**config.mk**
```make
export PLATFORM = sky130hd
export DESIGN_NAME = apb4_cmd_master_flat
export DESIGN_NICKNAME = d
export VERILOG_FILES = /design/src/rtl/apb4_cmd_master_pkg.sv /design/src/rtl/apb4_cmd_master_if.sv /design/src/rtl/apb4_cmd_master_tmo.sv /design/src/rtl/apb4_cmd_master.sv /design/src/flat_wrapper.sv
export SDC_FILE = /design/constraint.sdc
export NUM_CORES = 1
export LEC_CHECK = 0
export ABC_AREA = 0
export BUFFER_PORTS_ARGS = -buffer_cell sky130_fd_sc_hd__buf_4
export CAP_MARGIN = 30
export CORE_ASPECT_RATIO = 1.5
export CORE_MARGIN = 5
export CORE_UTILIZATION = 46
export CTS_CLUSTER_SIZE = 25
export DETAILED_ROUTE_END_ITERATION = 8
export GPL_TIMING_DRIVEN = 0
export PLACE_DENSITY = 0.8
export SYNTH_ARGS = -nofsm -noshare
export SYNTH_HDL_FRONTEND = slang
export SYNTH_SLANG_ARGS = --single-unit
```
**constraint.sdc**
```tcl
create_clock -name clk_i -period 2.6 [get_ports clk_i]
set_input_delay 0 -clock clk_i [delete_from_list [all_inputs] [get_ports clk_i]]
set_output_delay 0 -clock clk_i [all_outputs]
set_load 0.03 [all_outputs]
```
**src/rtl/apb4_cmd_master_pkg.sv**
```systemverilog
// apb4_cmd_master_pkg: shared types and constants for the APB4 command requester.
// Contents:
//   PROT_WIDTH - width of the APB4 PPROT attribute
//   state_e    - requester FSM states (IDLE, SETUP, ACCESS, RESP)
package apb4_cmd_master_pkg;

    localparam int PROT_WIDTH = 3;

    typedef enum logic [1:0] {
        IDLE,
        SETUP,
        ACCESS,
        RESP
    } state_e;

endpackage

```
**src/rtl/apb4_cmd_master_if.sv**
```systemverilog
// apb4_cmd_master_if: APB4 bus bundle between a requester and a completer.
// Signals:
//   paddr, pprot, psel, penable, pwrite, pwdata, pstrb - driven by the requester
//   pready, prdata, pslverr                             - driven by the completer
// Modports: master (requester side), slave (completer side).
interface apb4_cmd_master_if
    import apb4_cmd_master_pkg::*;
#(
    parameter int ADDR_WIDTH = 32,
    parameter int DATA_WIDTH = 32
);
    logic [ADDR_WIDTH-1:0]   paddr;
    logic [PROT_WIDTH-1:0]   pprot;
    logic                    psel;
    logic                    penable;
    logic                    pwrite;
    logic [DATA_WIDTH-1:0]   pwdata;
    logic [DATA_WIDTH/8-1:0] pstrb;
    logic                    pready;
    logic [DATA_WIDTH-1:0]   prdata;
    logic                    pslverr;

    modport master (
        output paddr, pprot, psel, penable, pwrite, pwdata, pstrb,
        input  pready, prdata, pslverr
    );

    modport slave (
        input  paddr, pprot, psel, penable, pwrite, pwdata, pstrb,
        output pready, prdata, pslverr
    );
endinterface

```
**src/rtl/apb4_cmd_master_tmo.sv**
```systemverilog
// apb4_cmd_master_tmo: saturating wait-state counter flagging a hung APB transfer.
// Ports:
//   clk_i, rst_n_i - clock, asynchronous active-low reset
//   clr_i          - clear the counter (has priority over en_i)
//   en_i           - count one wait state
//   expired_o      - counter has reached TIMEOUT_CYCLES-1; constant 0 when TIMEOUT_CYCLES = 0
module apb4_cmd_master_tmo #(
    parameter int TIMEOUT_CYCLES = 256
) (
    input  logic clk_i,
    input  logic rst_n_i,
    input  logic clr_i,
    input  logic en_i,
    output logic expired_o
);
    localparam int CW = TIMEOUT_CYCLES > 0 ? $clog2(TIMEOUT_CYCLES + 1) : 1;

    logic [CW-1:0] cnt_q;

    always_ff @(posedge clk_i or negedge rst_n_i) begin
        if (!rst_n_i)
            cnt_q <= '0;
        else if (clr_i)
            cnt_q <= '0;
        else if (en_i && cnt_q != '1)
            cnt_q <= cnt_q + CW'(1);
    end

    generate
        if (TIMEOUT_CYCLES == 0) begin : g_off
            assign expired_o = 1'b0;
        end else begin : g_on
            assign expired_o = cnt_q == CW'(TIMEOUT_CYCLES - 1);
        end
    endgenerate
endmodule

```
**src/rtl/apb4_cmd_master.sv**
```systemverilog
// apb4_cmd_master: turns a valid/ready command stream into single APB4 transfers.
// Ports:
//   clk_i, rst_n_i        - clock, asynchronous active-low reset
//   cmd_valid_i/ready_o   - command handshake; ready only while idle
//   cmd_write_i, cmd_addr_i, cmd_wdata_i, cmd_strb_i, cmd_prot_i - command fields
//   rsp_valid_o/ready_i   - response handshake
//   rsp_rdata_o, rsp_err_o, rsp_timeout_o - response fields (held until consumed)
//   apb                   - APB4 requester bus (master modport)
module apb4_cmd_master
    import apb4_cmd_master_pkg::*;
#(
    parameter int ADDR_WIDTH     = 32,
    parameter int DATA_WIDTH     = 32,
    parameter int TIMEOUT_CYCLES = 256
) (
    input  logic                    clk_i,
    input  logic                    rst_n_i,
    input  logic                    cmd_valid_i,
    output logic                    cmd_ready_o,
    input  logic                    cmd_write_i,
    input  logic [ADDR_WIDTH-1:0]   cmd_addr_i,
    input  logic [DATA_WIDTH-1:0]   cmd_wdata_i,
    input  logic [DATA_WIDTH/8-1:0] cmd_strb_i,
    input  logic [PROT_WIDTH-1:0]   cmd_prot_i,
    output logic                    rsp_valid_o,
    input  logic                    rsp_ready_i,
    output logic [DATA_WIDTH-1:0]   rsp_rdata_o,
    output logic                    rsp_err_o,
    output logic                    rsp_timeout_o,
    apb4_cmd_master_if.master       apb
);
    typedef struct packed {
        logic                    write;
        logic [ADDR_WIDTH-1:0]   addr;
        logic [DATA_WIDTH-1:0]   wdata;
        logic [DATA_WIDTH/8-1:0] strb;
        logic [PROT_WIDTH-1:0]   prot;
    } cmd_t;

    typedef struct packed {
        logic [DATA_WIDTH-1:0] rdata;
        logic                  err;
        logic                  timeout;
    } rsp_t;

    state_e state_q, state_d;
    cmd_t   cmd_q;
    rsp_t   rsp_q;
    logic   expired, done, abort;

    assign done  = state_q == ACCESS && apb.pready;
    assign abort = state_q == ACCESS && !apb.pready && expired;

    // Counter only runs during ACCESS, so it is zero whenever a transfer starts.
    apb4_cmd_master_tmo #(.TIMEOUT_CYCLES(TIMEOUT_CYCLES)) u_tmo (
        .clk_i     (clk_i),
        .rst_n_i   (rst_n_i),
        .clr_i     (state_q != ACCESS),
        .en_i      (state_q == ACCESS && !apb.pready),
        .expired_o (expired)
    );

    always_ff @(posedge clk_i or negedge rst_n_i) begin
        if (!rst_n_i)
            state_q <= IDLE;
        else
            state_q <= state_d;
    end

    always_comb begin
        state_d = state_q;
        case (state_q)
            IDLE:    state_d = cmd_valid_i ? SETUP : IDLE;
            SETUP:   state_d = ACCESS;
            ACCESS:  state_d = done || abort ? RESP : ACCESS;
            RESP:    state_d = rsp_ready_i ? IDLE : RESP;
            default: state_d = IDLE;
        endcase
    end

    always_comb begin
        cmd_ready_o = state_q == IDLE;
        rsp_valid_o = state_q == RESP;
        apb.psel    = state_q == SETUP || state_q == ACCESS;
        apb.penable = state_q == ACCESS;
    end

    always_ff @(posedge clk_i or negedge rst_n_i) begin
        if (!rst_n_i) begin
            cmd_q <= '0;
            rsp_q <= '0;
        end else begin
            if (state_q == IDLE && cmd_valid_i)
                cmd_q <= '{write: cmd_write_i, addr: cmd_addr_i, wdata: cmd_wdata_i,
                           strb: cmd_write_i ? cmd_strb_i : '0, prot: cmd_prot_i};
            if (done)
                rsp_q <= '{rdata: cmd_q.write ? '0 : apb.prdata, err: apb.pslverr, timeout: 1'b0};
            else if (abort)
                rsp_q <= '{rdata: '0, err: 1'b1, timeout: 1'b1};
        end
    end

    assign apb.paddr   = cmd_q.addr;
    assign apb.pwrite  = cmd_q.write;
    assign apb.pwdata  = cmd_q.wdata;
    assign apb.pstrb   = cmd_q.strb;
    assign apb.pprot   = cmd_q.prot;
    assign rsp_rdata_o   = rsp_q.rdata;
    assign rsp_err_o     = rsp_q.err;
    assign rsp_timeout_o = rsp_q.timeout;
endmodule

```
**src/flat_wrapper.sv**
```systemverilog
// flat-port wrapper written by rule: the top's interface ports become plain ports
module apb4_cmd_master_flat import apb4_cmd_master_pkg::*;
#(
    parameter int ADDR_WIDTH     = 32,
    parameter int DATA_WIDTH     = 32,
    parameter int TIMEOUT_CYCLES = 256
)
  (clk_i, rst_n_i, cmd_valid_i, cmd_ready_o, cmd_write_i, cmd_addr_i, cmd_wdata_i, cmd_strb_i, cmd_prot_i, rsp_valid_o, rsp_ready_i, rsp_rdata_o, rsp_err_o, rsp_timeout_o, apb_paddr, apb_pprot, apb_psel, apb_penable, apb_pwrite, apb_pwdata, apb_pstrb, apb_pready, apb_prdata, apb_pslverr);
  apb4_cmd_master_if #(.ADDR_WIDTH(ADDR_WIDTH), .DATA_WIDTH(DATA_WIDTH)) apb_i ();
  input  logic clk_i;
  input  logic rst_n_i;
  input  logic cmd_valid_i;
  output logic cmd_ready_o;
  input  logic cmd_write_i;
  input  logic [ADDR_WIDTH-1:0] cmd_addr_i;
  input  logic [DATA_WIDTH-1:0] cmd_wdata_i;
  input  logic [DATA_WIDTH/8-1:0] cmd_strb_i;
  input  logic [PROT_WIDTH-1:0] cmd_prot_i;
  output logic rsp_valid_o;
  input  logic rsp_ready_i;
  output logic [DATA_WIDTH-1:0] rsp_rdata_o;
  output logic rsp_err_o;
  output logic rsp_timeout_o;
  output wire logic [$bits(apb_i.paddr)-1:0] apb_paddr;
  output wire logic [$bits(apb_i.pprot)-1:0] apb_pprot;
  output wire logic [$bits(apb_i.psel)-1:0] apb_psel;
  output wire logic [$bits(apb_i.penable)-1:0] apb_penable;
  output wire logic [$bits(apb_i.pwrite)-1:0] apb_pwrite;
  output wire logic [$bits(apb_i.pwdata)-1:0] apb_pwdata;
  output wire logic [$bits(apb_i.pstrb)-1:0] apb_pstrb;
  input wire logic [$bits(apb_i.pready)-1:0] apb_pready;
  input wire logic [$bits(apb_i.prdata)-1:0] apb_prdata;
  input wire logic [$bits(apb_i.pslverr)-1:0] apb_pslverr;
  assign apb_paddr = apb_i.paddr;
  assign apb_pprot = apb_i.pprot;
  assign apb_psel = apb_i.psel;
  assign apb_penable = apb_i.penable;
  assign apb_pwrite = apb_i.pwrite;
  assign apb_pwdata = apb_i.pwdata;
  assign apb_pstrb = apb_i.pstrb;
  assign apb_i.pready = apb_pready;
  assign apb_i.prdata = apb_prdata;
  assign apb_i.pslverr = apb_pslverr;
  apb4_cmd_master #(.ADDR_WIDTH(ADDR_WIDTH), .DATA_WIDTH(DATA_WIDTH), .TIMEOUT_CYCLES(TIMEOUT_CYCLES)) u_core (.clk_i(clk_i), .rst_n_i(rst_n_i), .cmd_valid_i(cmd_valid_i), .cmd_ready_o(cmd_ready_o), .cmd_write_i(cmd_write_i), .cmd_addr_i(cmd_addr_i), .cmd_wdata_i(cmd_wdata_i), .cmd_strb_i(cmd_strb_i), .cmd_prot_i(cmd_prot_i), .rsp_valid_o(rsp_valid_o), .rsp_ready_i(rsp_ready_i), .rsp_rdata_o(rsp_rdata_o), .rsp_err_o(rsp_err_o), .rsp_timeout_o(rsp_timeout_o), .apb(apb_i));
endmodule
```
### Word-level counts from Yosys, hierarchy flattened

Index checks and enable logic that the tools add are counted.

* bits in registers: 117
* input port bits: 110
* output and inout port bits: 110
* word-level logic and storage cells: 38

* $add $sub $neg: 1
* eq/ne operators: 6
* multiplexer cells: 10
* reductions and logical operators: 11

Operators with widths (number)
* 2-to-1 mux 34 bit: 2
* 2-to-1 mux 32 bit: 1
* 2-to-1 mux 9 bit: 2
* adder 9 x 1 -> 9 bit, second input constant: 1
* == test 9 x 8 -> 1 bit, second input constant: 1
* inequality test 9 bit, second input constant: 1
* case mux 2 bit (4 select lines): 1
* logical AND 1 bit: 5
* == test 2 bit, second input constant: 2
* 2-to-1 mux 4 bit: 1
* nonzero test 2 bit: 2
* == test 2 x 1 -> 1 bit, second input constant: 1
* logical NOT 2 bit: 1
* logical OR 1 bit: 2
* 2-to-1 mux 1 bit: 2
* 2-to-1 mux 2 bit: 1
* inequality test 2 bit, second input constant: 1
* logical NOT 1 bit: 1

### Depth between registers and ports, before layout

* depth in word-level cells: 6
* depth in mapped cells: 7
* depth with buffers taken out: 7

### Cells and area by module

A second synthesis with hierarchy kept.

* cells, all modules: 299
* area total of the unflattened synthesis: 4584.4 um2

Modules (own cells, without submodules)
* apb4_cmd_master: times used 1, cells each 251, area an instance 4106.4 um2, sequential area each 2702.6 um2
* apb4_cmd_master_tmo: times used 1, cells each 48, area an instance 478.0 um2, sequential area each 225.2 um2

### Worst setup path after synthesis

OpenSTA, ideal clock, no wires.

* path kind: flip-flop to flip-flop
* start: register u_core.u_tmo.cnt_q[0]
* end: register u_core.u_tmo.cnt_q[4]
* setup time: 81 ps
* arrival: 1730 ps
* required time: 2519 ps
* setup slack: 789 ps
* stages on the path, launching flop included: 8
* path buffers: 0
* period minus slack after synthesis: 1811 ps
* cells stage by stage: dfrtp_1 ha_1 nand2_1 nor3_1 ha_1 or3b_4 or3_1 a21oi_1

* word-level cells in the longest chain between the ends: 3
* elaborated cells between the ends (all ways): 6
* those cells by class: add/sub: 1; eq/ne: 1; mux: 2; reduce/logical: 2

RTL lines
* from (decl): line apb4_cmd_master_tmo.sv:18 `logic [CW-1:0] cnt_q;`
* from (signal assigned): line apb4_cmd_master_tmo.sv:26 `cnt_q <= cnt_q + CW'(1);`
* adder 9 x 1 -> 9 bit or inequality test 9 bit (tied branches): line apb4_cmd_master_tmo.sv:26, apb4_cmd_master_tmo.sv:25
* 2-to-1 mux 9 bit or logical AND 1 bit (tied branches): line apb4_cmd_master_tmo.sv:25 `else if (en_i && cnt_q != '1)`
* 2-to-1 mux 9 bit or nonzero test 2 bit (tied branches)

Parallel ways exist; a longest one is shown, timed or not. The select of a mux whose other input is x is not followed.
A chain may end at the register's enable or synchronous reset.

### Final worst setup path

* start: register u_core.u_tmo.cnt_q[0]
* end: register u_core.rsp_q (netlist bit u_core.rsp_rdata_o[0])

* word-level cells in the longest chain between the ends: 3

RTL lines
* == test 9 x 8 -> 1 bit: line apb4_cmd_master_tmo.sv:33 `assign expired_o = cnt_q == CW'(TIMEOUT_CYCLES - 1);`
* logical AND 1 bit: line apb4_cmd_master.sv:52 `assign abort = state_q == ACCESS && !apb.pready && expired;`
* nonzero test 2 bit (no line)
* to (signal assigned): line apb4_cmd_master.sv:97 `rsp_q <= '{rdata: cmd_q.write ? '0 : apb.prdata, err: apb.pslverr, timeout: 1'b0};`
* to (signal assigned): line apb4_cmd_master.sv:99 `rsp_q <= '{rdata: '0, err: 1'b1, timeout: 1'b1};`
* to (decl): line apb4_cmd_master.sv:48 `rsp_t rsp_q;`

No other way between the ends.

==> results by group <==
Outcome
  – Status: completed

Finish
  – Multi-input logic area: between 1000 and 1500 um2
  – Layout net count: between 700 and 800
  – FILL cells: 473
  – Fin area: between 8000 and 9000 um2
  – Reg area: ~2900 um2
  – Share of cells above drive strength 1: 49.8%
  – Final Util: a little over four fifths
  – Finished Layout Cells: just under 800
  – Layout area overhead: 79.8%

Setup path
  – Max incr delay on CP: between 400 and 500 ps
  – Worst R2R End: u_core.rsp_rdata_o[0]$_DFFE_PN0P_
  – Critical path data required time: roughly 2900 ps
  – Worst Path Arrival: about 2500 ps
  – Setup crit end kind: register
  – Slowest library cell on the worst path: o21ai_1
  – R2R depth: 7
  – Critical Setup Path Class: register to register
  – Critical path fanouts, max: 10
  – CP Buf/Inv Count: 1
  – Register-to-Register Setup Slack: ~460 ps
  – Worst r2r src: u_core.u_tmo.cnt_q[0]$_DFFE_PN0P_
  – CP cell instances: ha_1 > nand2_1 > nor3_1 > ha_1 > o21ai_1 > clkbuf_1 > a22o_1
  – CP top delay family: compound AO/OA/AOI/OAI gates
  – Crit path depth: 7
  – Most frequent CP cell: ha_1
  – Startpoint type of the worst setup path: register

Route
  – Routed via count: roughly 4000
  – Post-DRT Antenna Nets: 0
  – Vias per Instance: around 5.0
  – 1st-iter DRT viols: 85
  – DRC: 0
  – Drt total wl: approximately 14000 um
  – Drt pass-1 iters: 4
  – Routed wire per std cell: roughly 18 um

CTS
  – Clock Latency Late Sink: around 400 ps
  – Clock sink count: roughly 120
  – Root Buffer: clkbuf_16
  – Worst-path clk slew: around 60 ps
  – Num CTS Buffers: 17
  – Clock buffer depth: 2
  – CTS H-tree depth: 4
  – CTS tree: done

Power
  – PD cells: about 1300 nW/um2
  – Tot Pwr: ~0.010 W
  – Leak pwr: between 3 and 4 nW
  – Peak supply drop: roughly 850 uV

Logic synthesis
  – Yosys cell types: 24
  – Top cell type's share of synthesized area: between 60% and 70%
  – Most frequent cell after synthesis: dfrtp_1
  – Syn_area_per_cell: between 10 and 15 um2
  – Synthesis-stage register bit count: roughly 120
  – Synth Flop Type: dfrtp_1
  – Async SR Flop Fraction: 100%
  – Number of synthesized flops with an enable pin: 0
  – Top cells by area, synth: dfrtp_1 66%, mux2_2 17%, a22o_1 6.3%
  – Synthesized area: between 4000 and 5000 um2
  – Top cells by count, synth: 117 x dfrtp_1, 68 x mux2_2, 32 x a22o_1, 13 x nand2_1, 13 x o21ai_0
  – Synth Net Count: around 420
  – Yosys Warn Count: 0
  – Post-synthesis sequential area ratio: 65.7%
  – Post-synth top area cell: dfrtp_1
  – Syn Inst Count: a little over 300

Timing
  – Fmax: approximately 470 MHz
  – Actual slew at the worst max-slew pin: between 500 and 600 ps
  – Final period util: between 80 and 90%
  – # setup viols final: 0
  – Max Slew Vio Count: 0
  – RSZ-0062 raised after global routing: false
  – Setup TNS: 0 ps
  – Final Skew: 7.86 ps
  – Crit path time final: 2140 ps
  – Slew margin rel.: approximately three fifths
  – Fin. Hold Viols: 0

Worst hold path
  – Hold Crit Class: primary input to async pin

Floorplan
  – Die area: around 12000 um2
  – Height of the die: between 100 and 150 um
  – Row count: between 40 and 50
  – IO Pins: 220
  – Chip width: ~90 um
  – Core ar.: about 9600 um2
  – Initial Utilization: a little under half

Global route
  – Vias in the first global route: ~4400
  – First-pass GRT wire length: 22500 um
  – GRT Util Overall: between 20 and 25%
  – Final global-route overflow total: 0
  – Largest net degree at the start of global routing: between 70 and 80
  – Initial antenna violation count: 1

Placement
  – Input/output buffers: approximately 220
  – Post-DP HPWL: ~8600 um
  – Post-DP Area: roughly 6300 um2
  – Post-Place Cells: ~640
  – Final Wtd Congestion: 0.779

Run
  – Max_cap viols: 0
timing repair:
action	in CTS	in global routing
hold buffers	110	0
hold endpoints to repair	152	0
buffers inserted	0	0
resized for setup	0	0
registers in the layout, indices dropped and copies added (netlist names):
| signal | cells |
|---|---|
| u_core.apb.paddr | 32 |
| u_core.apb.pwdata | 32 |
| u_core.rsp_rdata_o | 32 |
| u_core.u_tmo.cnt_q | 9 |
| u_core.apb.pstrb | 4 |
| u_core.apb.pprot | 3 |
| u_core.state_q | 2 |
| u_core.apb.pwrite | 1 |
| u_core.rsp_err_o | 1 |
| u_core.rsp_timeout_o | 1 |
final cells by class:
class	instances	area share [%]
Multi-Input combinational cell	164	17.8
Inverter	7	0.328
Tap cell	115	1.80
Timing Repair Buffer	329	34.5
Clock inverter	14	2.52
Antenna cell	2	0.0625
Clock buffer	18	5.48
Buffer	15	0.953
Sequential cell	117	36.6
placed cells by master (no fill, tap or decap), types with 4 or more instances in the layout:
cell and n:
nor2_1 5, buf_2 10, clkbuf_1 4, buf_4 218
a22o_1 32, ha_1 6, bufinv_16 4, or3_1 5
a21oi_1 10, dfrtp_1 117, clkinv_4 6, dlygate4sd3_1 110
nand2_1 13, inv_1 6, clkbuf_16 17, mux2_2 68
o21ai_0 13
power by group:
part / internal, W / switching (W)
Clock: 0.00164 / 0.000852
Combinational: 0.00203 / 0.00276
Sequential: 0.00264 / 0.000487
cell families (layout without fill, tap and decap cells):
kind of cell,count (synthesis),in the layout,synth area share (%)
compound gates,57,57,9.16
fa+ha+maj,6,6,1.69
flops,117,117,65.7
other cells,0,2,0
mux,68,68,17.2
xor+xnor,2,2,0.393
simple gates,31,31,3.54
buf+inv,22,383,2.30
metrics by stage:
stage	setup slack, ps	hold WS, ps
floorplan	789	-296
global placement	609	216
detailed placement	509	21.5
CTS	444	128
global route	274	187
finish	457	135
metal layers:
| metal | routed length [um] | part of all wire (%) | vias to the layer above | GRT usage, % |
|---|---|---|---|---|
| li1 | - | - | 1792 | - |
| met1 | 4830 | 34 | 1895 | 24.5 |
| met2 | 7860 | 56 | 180 | 45.1 |
| met3 | 1030 | 7.3 | 43 | 8.82 |
| met4 | 443 | 3.1 | 0 | 11.1 |
| met5 | 0 | 0 | - | 0 |
how the worst max path moves through the flow:
stage | from | slack (ps) | to
3_3_place_gp | u_core.u_tmo.cnt_q[0]$_DFFE_PN0P_ | 610 | u_core.rsp_rdata_o[23]$_DFFE_PN0P_
3_5_place_dp | u_core.u_tmo.cnt_q[3]$_DFFE_PN0P_ | 510 | u_core.rsp_rdata_o[3]$_DFFE_PN0P_
2_1_floorplan | u_core.u_tmo.cnt_q[0]$_DFFE_PN0P_ | 790 | u_core.u_tmo.cnt_q[4]$_DFFE_PN0P_
4_1_cts | u_core.u_tmo.cnt_q[0]$_DFFE_PN0P_ | 440 | u_core.rsp_rdata_o[1]$_DFFE_PN0P_
5_1_grt | u_core.u_tmo.cnt_q[3]$_DFFE_PN0P_ | 270 | u_core.rsp_rdata_o[29]$_DFFE_PN0P_
6_report | u_core.u_tmo.cnt_q[0]$_DFFE_PN0P_ | 460 | u_core.rsp_rdata_o[0]$_DFFE_PN0P_
No activity file was read; power rests on OpenSTA's default activity.
